File: src/rtl/mem_arbiter.sv
// mem_arbiter: two-port arbiter/sequencer in front of the memory/IO block.
// Port 0 is the CPU, port 1 a secondary master (boot loader / DMA).
// Reads hold mem_addr for READ_LATENCY cycles before sampling mem_rdata.
// Writes hold mem_we for exactly WRITE_HOLD cycles, so the memory's write
// cooldown commits each write once.
// Optional feature macro: MEM_ARB_ROUND_ROBIN_EN. When it is defined, two
// simultaneous requests are granted round robin. When it is undefined,
// port 0 has fixed priority.
module mem_arbiter #(
    parameter int READ_LATENCY = 2,
    parameter int WRITE_HOLD   = 4
) (
    input  logic        clk,
    input  logic        reset,
    input  logic        p0_req,
    input  logic        p0_we,
    input  logic [15:0] p0_addr,
    input  logic [7:0]  p0_wdata,
    output logic        p0_ack,
    output logic [7:0]  p0_rdata,
    input  logic        p1_req,
    input  logic        p1_we,
    input  logic [15:0] p1_addr,
    input  logic [7:0]  p1_wdata,
    output logic        p1_ack,
    output logic [7:0]  p1_rdata,
    output logic [15:0] mem_addr,
    output logic [7:0]  mem_wdata,
    output logic        mem_we,
    input  logic [7:0]  mem_rdata,
    output logic        busy,
    output logic        grant
);

    localparam logic [3:0] READ_CNT  = 4'(READ_LATENCY);
    localparam logic [3:0] WRITE_CNT = 4'(WRITE_HOLD);

    typedef enum logic [1:0] {
        ST_IDLE  = 2'd0,
        ST_READ  = 2'd1,
        ST_WRITE = 2'd2
    } state_t;

    state_t      state_q, state_d;
    logic [3:0]  cnt_q, cnt_d;
    logic        last_grant_q, last_grant_d;
    logic        grant_q, grant_d;
    logic [15:0] mem_addr_q, mem_addr_d;
    logic [7:0]  mem_wdata_q, mem_wdata_d;
    logic        mem_we_q, mem_we_d;
    logic        p0_ack_q, p0_ack_d;
    logic        p1_ack_q, p1_ack_d;
    logic [7:0]  p0_rdata_q, p0_rdata_d;
    logic [7:0]  p1_rdata_q, p1_rdata_d;

    logic        win_s;
    logic        sel_we_s;
    logic [15:0] sel_addr_s;
    logic [7:0]  sel_wdata_s;

    // Arbitration: choose which port wins when the arbiter is idle.
    always_comb begin
        win_s = 1'b0;
`ifdef MEM_ARB_ROUND_ROBIN_EN
        if (p0_req && p1_req) begin
            win_s = ~last_grant_q;
        end else if (p1_req) begin
            win_s = 1'b1;
        end else begin
            win_s = 1'b0;
        end
`else
        if (p0_req) begin
            win_s = 1'b0;
        end else if (p1_req) begin
            win_s = 1'b1;
        end else begin
            win_s = 1'b0;
        end
`endif
    end

    // Request field mux: select the winner's request fields.
    always_comb begin
        sel_we_s    = win_s ? p1_we    : p0_we;
        sel_addr_s  = win_s ? p1_addr  : p0_addr;
        sel_wdata_s = win_s ? p1_wdata : p0_wdata;
    end

    // Next-state logic: sequence one read or write transaction at a time.
    always_comb begin
        state_d      = state_q;
        cnt_d        = cnt_q;
        last_grant_d = last_grant_q;
        grant_d      = grant_q;
        mem_addr_d   = mem_addr_q;
        mem_wdata_d  = mem_wdata_q;
        mem_we_d     = mem_we_q;
        p0_ack_d     = 1'b0;
        p1_ack_d     = 1'b0;
        p0_rdata_d   = p0_rdata_q;
        p1_rdata_d   = p1_rdata_q;
        case (state_q)
            ST_IDLE: begin
                if (p0_req || p1_req) begin
                    grant_d      = win_s;
                    last_grant_d = win_s;
                    mem_addr_d   = sel_addr_s;
                    mem_wdata_d  = sel_wdata_s;
                    if (sel_we_s) begin
                        state_d  = ST_WRITE;
                        cnt_d    = WRITE_CNT;
                        mem_we_d = 1'b1;
                    end else begin
                        state_d  = ST_READ;
                        cnt_d    = READ_CNT;
                        mem_we_d = 1'b0;
                    end
                end else begin
                    mem_we_d = 1'b0;
                end
            end
            ST_READ: begin
                if (cnt_q == 4'd1) begin
                    state_d = ST_IDLE;
                    cnt_d   = 4'd0;
                    if (grant_q) begin
                        p1_rdata_d = mem_rdata;
                        p1_ack_d   = 1'b1;
                    end else begin
                        p0_rdata_d = mem_rdata;
                        p0_ack_d   = 1'b1;
                    end
                end else begin
                    cnt_d = cnt_q - 4'd1;
                end
            end
            ST_WRITE: begin
                if (cnt_q == 4'd1) begin
                    state_d  = ST_IDLE;
                    cnt_d    = 4'd0;
                    mem_we_d = 1'b0;
                    if (grant_q) begin
                        p1_ack_d = 1'b1;
                    end else begin
                        p0_ack_d = 1'b1;
                    end
                end else begin
                    cnt_d = cnt_q - 4'd1;
                end
            end
            default: begin
                state_d  = ST_IDLE;
                cnt_d    = 4'd0;
                mem_we_d = 1'b0;
            end
        endcase
    end

    // State and output registers; reset drops any in-flight transaction.
    always_ff @(posedge clk or negedge reset) begin
        if (!reset) begin
            state_q      <= ST_IDLE;
            cnt_q        <= 4'd0;
            last_grant_q <= 1'b1;
            grant_q      <= 1'b0;
            mem_addr_q   <= 16'd0;
            mem_wdata_q  <= 8'd0;
            mem_we_q     <= 1'b0;
            p0_ack_q     <= 1'b0;
            p1_ack_q     <= 1'b0;
            p0_rdata_q   <= 8'd0;
            p1_rdata_q   <= 8'd0;
        end else begin
            state_q      <= state_d;
            cnt_q        <= cnt_d;
            last_grant_q <= last_grant_d;
            grant_q      <= grant_d;
            mem_addr_q   <= mem_addr_d;
            mem_wdata_q  <= mem_wdata_d;
            mem_we_q     <= mem_we_d;
            p0_ack_q     <= p0_ack_d;
            p1_ack_q     <= p1_ack_d;
            p0_rdata_q   <= p0_rdata_d;
            p1_rdata_q   <= p1_rdata_d;
        end
    end

    assign p0_ack    = p0_ack_q;
    assign p1_ack    = p1_ack_q;
    assign p0_rdata  = p0_rdata_q;
    assign p1_rdata  = p1_rdata_q;
    assign mem_addr  = mem_addr_q;
    assign mem_wdata = mem_wdata_q;
    assign mem_we    = mem_we_q;
    assign grant     = grant_q;
    assign busy      = (state_q != ST_IDLE);

endmodule

File: config.mk
export PLATFORM = sky130hd
export DESIGN_NAME = mem_arbiter
export DESIGN_NICKNAME = d
export VERILOG_FILES = /design/src/rtl/mem_arbiter.sv
export SDC_FILE = /design/constraint.sdc
export NUM_CORES = 1
export LEC_CHECK = 0
export CORE_MARGIN = 4
export CORE_UTILIZATION = 45
export DETAILED_ROUTE_END_ITERATION = 10
export PLACE_DENSITY = 0.86
export SETUP_SLACK_MARGIN = 0.02
export SYNTH_ARGS = -nofsm -noshare
export SYNTH_HDL_FRONTEND = slang
export SYNTH_SLANG_ARGS = --single-unit
File: constraint.sdc
create_clock -name clk -period 4.8 [get_ports clk]
set_clock_uncertainty 0.1 [all_clocks]
set_input_delay 1.2 -clock clk [delete_from_list [all_inputs] [get_ports clk]]
set_output_delay 1.2 -clock clk [all_outputs]
set_load 0.05 [all_outputs]
==> impl_metrics.sql <==
INSERT INTO impl_metrics (metric_group, metric, value, unit) VALUES
('detailed_routing', 'drt.antenna.violating_nets', '0', ''),
('floorplan', 'die_x', '80.3', 'um'),
('worst_setup_path', 'critical_path_peak_fanout', '6', ''),
('synth', 'yosysWarnings', '0', ''),
('clock_network', 'cts_setup_buffers', '0', ''),
('cells_and_area', 'insertedDiodeCount', '0', ''),
('global_route', 'groute.layer.met3.usage', '0.0448', ''),
('clock_network', 'postCtsResizedCells', '0', ''),
('timing', 'fin_crit_sh', '0.698', ''),
('timing', 'grt_setup_unrepaired', 'no', ''),
('global_route', 'pin_count_of_the_biggest_net_entering_global_routing', '51', ''),
('clock_network', 'cts_root_buf', 'clkbuf_8', ''),
('run', 'timing.max_cap.violations', '0', ''),
('global_route', 'grt_overflow', '0', ''),
('worst_setup_path', 'crit_arrival', '2.05', 'ns'),
('pwr', 'static-leakage-power', '1.65', 'nW'),
('detailed_routing', 'drc', '0', ''),
('timing', 'final_max_slew_viol_count', '0', ''),
('worst_setup_path', 'critPathBufInv', '3', ''),
('placed_design', 'hpwl', '4450', 'um'),
('synth', 'yosys.cell_types.count', '34', ''),
('worst_hold_path', 'min-delay-start', 'mem_wdata[0]$_DFFE_PN0P_', ''),
('cells_and_area', 'areaGrowthSynthToFinish', '53.1', '%'),
('floorplan', 'pin_count', '107', ''),
('detailed_routing', 'drt_iter0_drc', '57', ''),
('placed_design', 'placed_cells', '367', ''),
('synth', 'yosysTopAreaCell', 'dfrtp_1', ''),
('clock_network', 'path_clk_slew', '0.10', 'ns'),
('clock_network', 'h-tree-depth', '2', ''),
('worst_hold_path', 'min-delay-path-class', 'flop to flop', ''),
('synth', 'synth_ff_type', 'dfrtp_1', ''),
('worst_setup_path', 'worstSetupStartpointType', 'flop', ''),
('detailed_routing', 'detailroute.via_count', '1845', ''),
('timing', 'min_period', '3.35', 'ns'),
('floorplan', 'initial_core_util', '0.464', ''),
('placed_design', 'placed_cell_area', '0.00347', 'mm^2'),
('synth', 'gate_count_after_technology_mapping', '198', ''),
('outcome', 'status', 'complete, no violations', ''),
('floorplan', 'core_region_area', '0.00507', 'mm^2'),
('worst_setup_path', 'critical_path_required', '3.50', 'ns'),
('timing', 'max_slew_margin', '0.247', ''),
('detailed_routing', 'vias_per_cell', '4.92', ''),
('cells_and_area', 'layoutNonFillerInstCount', '375', ''),
('cells_and_area', 'post_route_cells_drive_above_1_share', '0.121', ''),
('worst_hold_path', 'min_to', 'mem_wdata[0]$_DFFE_PN0P_', ''),
('floorplan', 'die_h', '80.3', 'um'),
('global_route', 'grt_antenna_before_repair', '0', ''),
('global_route', 'grt.total_usage', '0.185', ''),
('synth', 'synth_top_cells_by_count', '50 x dfrtp_1, 30 x nand2_1, 29 x o21ai_0, 25 x mux2i_1', ''),
('worst_setup_path', 'critPathMaxStageDelay', '0.82', 'ns'),
('worst_setup_path', 'crit_chain', 'inv_1, ha_1, inv_1, clkdlybuf4s50_1', ''),
('synth', 'synth_area_leaders', 'dfrtp_1 53%, mux2i_1 11%, o21ai_0 6.2%, mux2_4 5.1%, nand2_1 4.8%', ''),
('worst_setup_path', 'r2r_setup_slack', '2.90', 'ns'),
('detailed_routing', 'wl_per_cell', '15.5', 'um'),
('worst_setup_path', 'cpMostUsedCell', 'inv_1', ''),
('synth', 'synth.cell_area', '0.00235', 'mm^2'),
('clock_network', 'cts_tree', 'yes', ''),
('global_route', 'grt.met1_usage', '0.230', ''),
('worst_setup_path', 'timing.setup.critical_path_class', 'flop to output pin', ''),
('synth', 'yosys_register_bits', '50', ''),
('global_route', 'groute.layer.met2.usage', '0.319', ''),
('worst_setup_path', 'worst_reg2reg_path_endpoint', 'cnt_q[2]$_DFFE_PN0P_', ''),
('worst_setup_path', 'timing.rr.start', 'state_q[0]$_DFFE_PN0P_', ''),
('floorplan', 'floorplan.rows', '26', ''),
('synth', 'synth_area_per_cell', '11.9', 'um^2'),
('detailed_routing', 'wirelength', '5810', 'um'),
('clock_network', 'deepest_clock_path_buffer_count', '2', ''),
('cells_and_area', 'final_net_count', '372', ''),
('clock_network', 'cts_hold_buf', '0', ''),
('global_route', 'grt_first_pass_wirelength', '9230', 'um'),
('placed_design', 'buffer_ports.inserted', '106', '');
-- per-stage QoR --
stage                     hold WS [ns]  power, mW   util  worst slack (ns)
after floorplan                  0.406       1.76      -              2.47
after global placement           0.360       2.26  0.683              1.50
after detailed placement         0.370       2.29  0.683              1.44
after CTS                        0.392       2.65  0.711              1.42
after global routing             0.423       2.77  0.711              1.33
final                            0.388       2.63  0.711              1.45
-- registers in the layout, summed over array words and instances, names as in the netlist --
register and count:
mem_addr 16, mem_wdata 8, p0_rdata 8, p1_rdata 8, cnt_q 4, state_q 2
grant 1, mem_we 1, p0_ack 1, p1_ack 1
-- metal layers --
layer  up-vias  part of all wire
li1        901                 -
met4         0             0.022
met2        64              0.49
met5         -                 0
met1       869              0.42
met3        11             0.065
-- cell usage in the layout (no fill, tap or decap), drive strengths merged, types with 2 or more instances in the layout --
master	count
bufinv	2
clkbuf	5
dfrtp	50
mux2	17
nor3b	4
or3	2
buf	2
clkdlybuf4s50	105
nand2b	3
mux2i	25
inv	5
nor2	4
o21ai	30
nand2	31
ha	6
a21oi	3
-- cells by family after synthesis --
kind of cell,share of synthesized area
AOI/OAI and AO/OA,0.0893
adders and majority gates,0.0319
buffers and inverters,0.0298
DFF,0.531
muxes,0.200
and+or+nand+nor,0.117
-- worst max-delay path by stage --
stage	startpoint	to	slack, ns	cells after the start
after floorplan	state_q[0]$_DFFE_PN0P_	busy	2.47	3
after global placement	p0_req	mem_we$_DFFE_PN0P_	1.50	5
after detailed placement	p0_req	mem_we$_DFFE_PN0P_	1.44	5
after CTS	state_q[0]$_DFFE_PN0P_	busy	1.42	4
after global routing	state_q[0]$_DFFE_PN0P_	busy	1.33	4
final	state_q[0]$_DFFE_PN0P_	busy	1.45	4
-- report_power, final --
part	internal, mW	total (mW)	switching, mW
clock	0.209	0.352	0.143
combinational	0.554	1.53	0.976
sequential	0.620	0.747	0.126
-- tightest hold or removal path, cell delays in order (launching register included) --
cell and delay (ns):
dfrtp_1 0.35, nand2_1 0.04, o21ai_0 0.06
-- cell type report --
| cell class | instances | area (um^2) |
|---|---|---|
| sequential | 50 | 1250 |
| clock inverter | 3 | 68.8 |
| fill | 393 | 1470 |
| multi-input combinational | 135 | 1050 |
| timing repair buffer | 107 | 1060 |
| inverter | 5 | 18.8 |
| clock buffer | 5 | 68.8 |
| tap | 70 | 87.6 |
(Power assumes the default switching activity.)
